===== src/rtl/olivia_ctrl_pkg.sv =====
// Shared types and encodings for the Olivia LEGv8 multi-cycle control sequencer.
package olivia_ctrl_pkg;

    typedef enum logic [2:0] {
        StFetch,
        StDecode,
        StExec,
        StMem,
        StWb,
        StTrap
    } state_e;

    typedef enum logic [2:0] {
        ClsNone,
        ClsRtype,
        ClsLdur,
        ClsStur,
        ClsCbz
    } instr_class_e;

    localparam logic [10:0] OpAdd  = 11'b10001011000;
    localparam logic [10:0] OpSub  = 11'b11001011000;
    localparam logic [10:0] OpAnd  = 11'b10001010000;
    localparam logic [10:0] OpOrr  = 11'b10101010000;
    localparam logic [10:0] OpLdur = 11'b11111000010;
    localparam logic [10:0] OpStur = 11'b11111000000;
    localparam logic [7:0]  OpCbz  = 8'b10110100;

    localparam logic [1:0] AluOpAdd   = 2'b00;
    localparam logic [1:0] AluOpPassB = 2'b01;
    localparam logic [1:0] AluOpRtype = 2'b10;

endpackage


===== src/rtl/olivia_opcode_decoder.sv =====
// Combinational opcode classifier: instruction[31:21] -> instruction class plus illegal flag.
module olivia_opcode_decoder
    import olivia_ctrl_pkg::*;
(
    input  logic [10:0]  opcode,
    output instr_class_e instr_class,
    output logic         illegal
);

    always_comb begin
        instr_class = ClsNone;
        illegal     = 1'b0;
        // CBZ is identified by its 8-bit prefix; the remaining opcode bits are part of the offset
        if (opcode[10:3] == OpCbz) begin
            instr_class = ClsCbz;
        end else begin
            case (opcode)
                OpAdd, OpSub, OpAnd, OpOrr: instr_class = ClsRtype;
                OpLdur:                     instr_class = ClsLdur;
                OpStur:                     instr_class = ClsStur;
                default:                    illegal     = 1'b1;
            endcase
        end
    end

endmodule


===== src/rtl/olivia_mc_controller.sv =====
// Multi-cycle FETCH/DECODE/EXEC/MEM/WB sequencer for the Olivia LEGv8 core, with ready
// handshakes, memory timeout trap and a retired-instruction counter.
module olivia_mc_controller
    import olivia_ctrl_pkg::*;
#(
    parameter int unsigned MEM_TIMEOUT = 16,
    parameter int unsigned RETIRED_W   = 32
) (
    input  logic                 clk,
    input  logic                 rst,
    input  logic [31:0]          instruction,
    input  logic                 imem_ready,
    input  logic                 dmem_ready,
    input  logic                 alu_zero,
    output logic                 IMEM_REQ,
    output logic                 IR_WRITE,
    output logic                 REG2LOC,
    output logic                 ALU_SRC,
    output logic [1:0]           ALU_OP,
    output logic                 MEM_READ,
    output logic                 MEM_WRITE,
    output logic                 MEM_TO_REG,
    output logic                 REG_WRITE,
    output logic                 PC_WRITE,
    output logic                 PC_SRC,
    output logic                 trap,
    output logic [RETIRED_W-1:0] retired
);

    localparam int unsigned WaitW = $clog2(MEM_TIMEOUT) + 1;

    state_e               state_q, state_d;
    instr_class_e         class_q, class_d;
    logic [WaitW-1:0]     wait_q, wait_d;
    logic [RETIRED_W-1:0] retired_q;
    instr_class_e         dec_class;
    logic                 dec_illegal;
    logic                 timeout;
    logic                 unused_instr_bits;

    assign unused_instr_bits = ^instruction[20:0];

    olivia_opcode_decoder u_decoder (
        .opcode      (instruction[31:21]),
        .instr_class (dec_class),
        .illegal     (dec_illegal)
    );

    // Last waiting cycle: ready here is still accepted, otherwise the request has timed out
    assign timeout = (wait_q == WaitW'(MEM_TIMEOUT - 1));

    always_comb begin
        state_d    = state_q;
        class_d    = class_q;
        IMEM_REQ   = 1'b0;
        IR_WRITE   = 1'b0;
        REG2LOC    = 1'b0;
        ALU_SRC    = 1'b0;
        ALU_OP     = AluOpAdd;
        MEM_READ   = 1'b0;
        MEM_WRITE  = 1'b0;
        MEM_TO_REG = 1'b0;
        REG_WRITE  = 1'b0;
        PC_WRITE   = 1'b0;
        PC_SRC     = 1'b0;

        unique case (state_q)
            StFetch: begin
                IMEM_REQ = 1'b1;
                if (imem_ready) begin
                    IR_WRITE = 1'b1;
                    state_d  = StDecode;
                end else if (timeout) begin
                    state_d = StTrap;
                end
            end
            StDecode: begin
                REG2LOC = (dec_class inside {ClsStur, ClsCbz});
                class_d = dec_class;
                state_d = dec_illegal ? StTrap : StExec;
            end
            StExec: begin
                REG2LOC = (class_q inside {ClsStur, ClsCbz});
                ALU_SRC = (class_q inside {ClsLdur, ClsStur});
                case (class_q)
                    ClsRtype: begin
                        ALU_OP  = AluOpRtype;
                        state_d = StWb;
                    end
                    ClsLdur, ClsStur: begin
                        ALU_OP  = AluOpAdd;
                        state_d = StMem;
                    end
                    ClsCbz: begin
                        ALU_OP   = AluOpPassB;
                        PC_WRITE = 1'b1;
                        PC_SRC   = alu_zero;
                        state_d  = StFetch;
                    end
                    default: state_d = StTrap;
                endcase
            end
            StMem: begin
                MEM_READ  = (class_q == ClsLdur);
                MEM_WRITE = (class_q == ClsStur);
                if (dmem_ready) begin
                    if (class_q == ClsStur) begin
                        PC_WRITE = 1'b1;
                        state_d  = StFetch;
                    end else begin
                        state_d = StWb;
                    end
                end else if (timeout) begin
                    state_d = StTrap;
                end
            end
            StWb: begin
                REG_WRITE  = 1'b1;
                MEM_TO_REG = (class_q == ClsLdur);
                PC_WRITE   = 1'b1;
                state_d    = StFetch;
            end
            StTrap: ;
            default: state_d = StTrap;
        endcase

        if (rst) begin
            IMEM_REQ   = 1'b0;
            IR_WRITE   = 1'b0;
            REG2LOC    = 1'b0;
            ALU_SRC    = 1'b0;
            ALU_OP     = AluOpAdd;
            MEM_READ   = 1'b0;
            MEM_WRITE  = 1'b0;
            MEM_TO_REG = 1'b0;
            REG_WRITE  = 1'b0;
            PC_WRITE   = 1'b0;
            PC_SRC     = 1'b0;
        end
    end

    always_comb begin
        wait_d = wait_q;
        if (state_d != state_q) begin
            wait_d = '0;
        end else if (state_q == StFetch || state_q == StMem) begin
            wait_d = wait_q + WaitW'(1);
        end
    end

    always_ff @(posedge clk) begin
        if (rst) begin
            state_q   <= StFetch;
            class_q   <= ClsNone;
            wait_q    <= '0;
            retired_q <= '0;
        end else begin
            state_q <= state_d;
            class_q <= class_d;
            wait_q  <= wait_d;
            if (PC_WRITE) begin
                retired_q <= retired_q + RETIRED_W'(1);
            end
        end
    end

    assign trap    = !rst && (state_q == StTrap);
    assign retired = rst ? '0 : retired_q;

endmodule

===== config.mk =====
export PLATFORM = sky130hd
export DESIGN_NAME = olivia_mc_controller
export DESIGN_NICKNAME = d
export VERILOG_FILES = /design/src/rtl/olivia_ctrl_pkg.sv /design/src/rtl/olivia_opcode_decoder.sv /design/src/rtl/olivia_mc_controller.sv
export SDC_FILE = /design/constraint.sdc
export NUM_CORES = 1
export LEC_CHECK = 0
export CAP_MARGIN = 30
export CORE_AREA = 4 4 87 89
export CTS_CLUSTER_DIAMETER = 80
export DETAILED_ROUTE_END_ITERATION = 8
export DIE_AREA = 0 0 91 93
export DONT_BUFFER_PORTS = 1
export GPL_ROUTABILITY_DRIVEN = 1
export PLACE_DENSITY = 0.6
export SYNTH_ARGS = -nofsm -noshare
export SYNTH_HDL_FRONTEND = slang
export SYNTH_SLANG_ARGS = --single-unit

===== constraint.sdc =====
create_clock -name clk -period 4.06 [get_ports clk]
set_clock_uncertainty 0.2 [all_clocks]
set_input_delay 0.609 -clock clk [delete_from_list [all_inputs] [get_ports clk]]
set_output_delay 0.609 -clock clk [all_outputs]
set_load 0.02 [all_outputs]

======== Yosys cells after proc, flatten, opt, wreduce, memory -nomap -nowiden ========
Index checks and enable logic that the tools add are counted.
storage, ports and cells
  flip-flop bits (word level) ............. 43
  input port bits ......................... 37
  output and inout port bits .............. 45
  logic and storage cells ................. 77
cells by class
  $add $sub $neg .......................... 2
  equal/unequal tests ..................... 20
  muxes and demuxes ....................... 40
  reduce and logical (&&, ||, !) cells .... 11
operators by type and width
  kind                                                              count
  11-bit == test (second input constant)                            6
  32-bit by 1-bit adder with 32-bit output (second input constant)  1
  32-bit 2-to-1 mux                                                 1
  1-bit 2-to-1 mux                                                  25
  3-bit 2-to-1 mux                                                  6
  3-bit case mux with 6 select lines                                1
  3-bit by 2-bit == test with 1-bit output (second input constant)  5
  3-bit == test (second input constant)                             4
  3-bit case mux with 3 select lines                                1
  8-bit == test (second input constant)                             1
  3-bit by 1-bit == test with 1-bit output (second input constant)  2
  2-bit case mux with 3 select lines                                1
  2-bit nonzero test                                                3
  6-bit OR reduction                                                1
  5-bit by 1-bit adder with 5-bit output (second input constant)    1
  5-bit by 4-bit == test with 1-bit output (second input constant)  1
  2-bit 2-to-1 mux                                                  2
  2-bit case mux with 2 select lines                                1
  2-bit OR reduction                                                2
  4-bit OR reduction                                                1
  3-bit zero test                                                   1
  3-bit != test                                                     1
  1-bit case mux with 3 select lines                                1
  1-bit case mux with 2 select lines                                1
  other kinds (3)                                                   3

======== Depth between registers and ports, before layout ========
  word-level depth ........................ 8
  depth in mapped cells ................... 8
  gate-level depth less buffers ........... 8

======== Cells and area by module ========
Synthesis repeated with hierarchy kept, for this count alone.
unflattened totals
  cell total of the unflattened synthesis .. 341
  area total of the unflattened synthesis .. 2886.5 µm²
modules (own cells, without submodules)
  module                 times used  cells each  area an instance (µm²)  seq. area each (µm²)
  olivia_mc_controller   1           327         2746.4                  860.8
  olivia_opcode_decoder  1           14          140.1                   0.0

======== Worst setup path before layout ========
No wires, ideal clock.
  path kind ............................... input to output
  start point ............................. input port instruction[21]
  end point ............................... output port REG2LOC
  arrival ................................. 2178 ps
  required time ........................... 3251 ps
  setup slack ............................. 1073 ps
  stages .................................. 4
  path buffers ............................ 0
  cells stage by stage .................... or4b_2 -> o31a_1 -> o32a_1 -> nor2_1
between the ends
  longest elaborated chain between the ends .. 8
  elaborated cells between the ends (all ways) .. 14
  classes of those cells .................. 8 x eq/ne; 4 x mux; 2 x reduce/logical
RTL lines
  what                                                                       line                         text
  start: declaration                                                         olivia_mc_controller.sv:11   input logic [31:0] instruction,
  11-bit == test                                                             olivia_opcode_decoder.sv:17  case (opcode)
  4-bit OR reduction                                                         olivia_opcode_decoder.sv:17
  2-bit case mux with 3 select lines *                                       olivia_opcode_decoder.sv:17
  3-bit 2-to-1 mux *                                                         olivia_opcode_decoder.sv:14  if (opcode[10:3] == OpCbz) begin
  3-bit by 2-bit == test with 1-bit output or 3-bit == test (tied branches)  olivia_mc_controller.sv:78   REG2LOC = (dec_class inside {ClsStur, ClsCbz});
  2-bit nonzero test *                                                       olivia_mc_controller.sv:78
  1-bit case mux with 2 select lines *                                       olivia_mc_controller.sv:67   unique case (state_q)
  1-bit 2-to-1 mux *                                                         olivia_mc_controller.sv:127  if (rst) begin
  end: declaration                                                           olivia_mc_controller.sv:17   output logic REG2LOC,
Every way passes the cells marked *; elsewhere a longest branch is shown, timed or not.

======== Worst setup path in the final report ========
  start point ............................. register state_q[1]
  end point ............................... output port PC_SRC
between the ends
  longest elaborated chain between the ends .. 3
RTL lines
  what                                      line                         text
  start: declaration                        olivia_mc_controller.sv:32   state_e state_q, state_d;
  start signal: assignment                  olivia_mc_controller.sv:153  state_q <= StFetch;
  start signal: assignment                  olivia_mc_controller.sv:158  state_q <= state_d;
  3-bit by 2-bit == test with 1-bit output  olivia_mc_controller.sv:67
  1-bit 2-to-1 mux                          olivia_mc_controller.sv:67
  1-bit 2-to-1 mux                          olivia_mc_controller.sv:127
  end: declaration                          olivia_mc_controller.sv:25   output logic PC_SRC,
Every way passes these cells.

==> impl_metrics.py <==
metrics = {
    "outcome": {
        "outcome": "completed",
    },
    "critical_path": {
        "crit_type": "reg2out",
        "reg2reg_depth": 5,
        "cp_slowest_cell": "nor3_1",
        "worst_ep_required_time_ns": 3.25,
        "cp.arrival_ns": 2.26,
        "end_kind": "primary output",
        "path_buf_inv": 0,
        "crit_family": "simple AND/OR/NAND/NOR gates",
        "startpoint_type": "flop",
        "cp_max_fo": 12,
        "worstPathCellList": "or3b_1 > nor3_1 > and2_1",
        "r2r_setup_slack_ns": 1.48,
        "r2r_end": "retired_q[1]$_SDFFE_PP0P_",
        "slowest_delay_ns": 0.58,
        "r2r_start": "state_q[0]$_SDFF_PP0_",
    },
    "timing": {
        "rsz0062_at_grt": "false",
        "max_freq_ghz": 0.326,
        "hold_violations": 0,
        "fin_hold_ws_ns": 0.184,
        "period_minus_slack_ns": 3.07,
        "worst_slew_pin_slew_ns": 0.960,
        "relSlewSlack_pct": 35.1,
        "tns_ns": 0,
        "period_share_pct": 75.6,
        "slew_violations": 0,
        "setup_viol": 0,
    },
    "hold_path": {
        "hold_start": "rst",
        "min_path_cells": 1,
        "hold_end": "retired_q[13]$_SDFFE_PP0P_",
        "min_path_type": "in2reg",
    },
    "layout": {
        "area_delta_synth_final_pct": 4.06,
        "n_antenna_cell": 0,
        "layout_common_cells": "nor2_1, dfxtp_1, nor2b_1, a21oi_1, xor2_1",
        "nNetsFinal": 356,
        "drive_gt1_share_pct": 6.94,
    },
    "grt": {
        "overflow": 0,
        "first_global_vias": 2057,
        "gr-usage-all-layers_pct": 13.8,
        "grt_pass1_wl_mm": 9.80,
        "grt_max_degree": 82,
        "antenna_found_initial": 0,
    },
    "route": {
        "avgRoutedWirePerCell_um": 14.5,
        "ant_nets": 0,
        "via_per_inst": 5.70,
        "drt_pass1_iterations": 4,
        "drc_errors": 0,
        "vias": 2261,
        "drt_wl_total_mm": 5.76,
        "drt_iter0_markers": 125,
    },
    "die": {
        "die_h_um": 93,
        "core_area_um2": 6760,
        "rows": 30,
        "die_w_um": 91,
        "start_util_pct": 39.2,
        "ios": 82,
        "dieArea_um2": 8460,
    },
    "synth": {
        "synthArstFlopShare_pct": 0,
        "syn_inst": 328,
        "synth.cell_area_um2": 2650,
        "synth_edf_count": 0,
        "ys_seq_area_share_pct": 32.5,
        "ys_types": 54,
        "synth_area_per_cell_um2": 8.08,
        "yosys_register_bits": 43,
        "syn-num-nets": 368,
        "yosys_warnings": 0,
        "synth_top_flop_cell": "dfxtp_1",
    },
    "pwr": {
        "power_leakage_nw": 0.886,
        "seqPwrFrac_pct": 55.6,
        "p_int_mw": 0.606,
        "p_sw_share_pct": 23.4,
        "p_sw_mw": 0.185,
        "combinationalPowerShare_pct": 7.1,
        "power_frac_clock_pct": 37.3,
        "vdd_drop_max_uv": 209,
        "power_mw": 0.791,
        "cellPowerDensity_nw_per_um2": 287,
    },
    "clock_network": {
        "path_clk_slew_ns": 0.08,
        "cts_resized": 0,
        "cts_hold_buffers": 0,
        "h-tree-depth": 2,
        "clkSinkCount": 43,
        "cts_buffers": 5,
        "clk_latency_ns": 0.29,
        "root_buffer": "clkbuf_8",
        "cts_tree": "yes",
        "cts_setup_buffers": 0,
        "clockBufferDepth": 2,
    },
    "placed_design": {
        "gp_congestion": 0.799,
        "dp_hpwl_mm": 4.07,
        "portBuffers": 0,
    },
    "run": {
        "max-cap-violations": 0,
    },
}
state kept, by name, summed over array words and instances (netlist names):
signal	flops
class_q	3
state_q	3
retired_q	32
wait_q	5
cell type report:
type | count | area, µm²
clock buffers | 8 | 100
fillers | 718 | 4000
well taps | 80 | 100
inverters | 6 | 22.5
multi-input cells | 260 | 1680
flip-flops and latches | 43 | 861
power by group through the flow:
stage          Clock, mW  Sequential (mW)  Combinational (mW)
6_report           0.295            0.439              0.0562
5_1_grt            0.322            0.441              0.0637
4_1_cts            0.307            0.439              0.0570
3_5_place_dp           0            0.449              0.0566
3_3_place_gp           0            0.449              0.0559
2_1_floorplan          0            0.443              0.0645
worst max-delay path by stage:
stage,start,endpoint,slack [ns],cells after the start
after detailed placement,instruction[21],REG2LOC,1.01,4
after global routing,state_q[1]$_SDFF_PP0_,PC_SRC,0.82,3
after floorplan,instruction[21],REG2LOC,1.07,4
after global placement,instruction[21],REG2LOC,1.01,4
final,state_q[1]$_SDFF_PP0_,PC_SRC,0.99,3
after CTS,state_q[1]$_SDFF_PP0_,PC_SRC,0.95,3
per-layer routing:
layer / vias to the layer above / share of wire [%] / global-route usage [%] / routed length (µm)
met5: - / 0 / 0 / 0
met4: 0 / 0.99 / 4.15 / 57
met3: 7 / 5.7 / 3.86 / 328
met2: 47 / 46 / 22.6 / 2640
met1: 1049 / 47 / 17.8 / 2730
li1: 1158 / - / - / -
cells in the mapped netlist (3+ instances only):
cell,count,share of area [%]
dfxtp_1,43,32
nor2_1,43,6.1
nor2b_1,32,7.6
a21oi_1,20,3.8
xor2_1,17,5.6
nand2_1,16,2.3
clkbuf_1,10,1.4
o21ai_0,10,1.9
o2111ai_1,9,3.0
nand3_1,8,1.5
nor3_1,8,1.5
or3_1,8,1.9
nand4_1,7,1.7
o211ai_1,7,2.0
o31ai_1,7,2.0
or4_1,7,2.0
inv_1,6,0.85
buf_2,5,0.94
nand2b_1,5,1.2
nor4_1,4,0.94
xnor2_1,4,1.3
and2_1,3,0.71
and3_1,3,0.71
and4_1,3,0.99
ha_1,3,1.4
or2_2,3,0.71
stage by stage:
step           area, µm²  setup WS (ns)  utilization, %  cells
6_report            2760          0.991            40.8    397
5_1_grt             2760          0.821            40.8    397
4_1_cts             2760          0.953            40.8    397
3_5_place_dp        2660           1.01            39.4    389
3_3_place_gp        2660           1.01            39.4    389
2_1_floorplan       2650           1.07               -    328
kinds of logic after synthesis:
| kind of cell | Yosys count | synth area share, % |
|---|---|---|
| simple gates | 165 | 35.3 |
| compound gates | 67 | 17.9 |
| flops | 43 | 32.5 |
| buf+inv | 25 | 4.34 |
| xor+xnor | 21 | 6.94 |
| mux | 4 | 1.60 |
| fa+ha+maj | 3 | 1.42 |
Power figures use the tool's default switching activity.
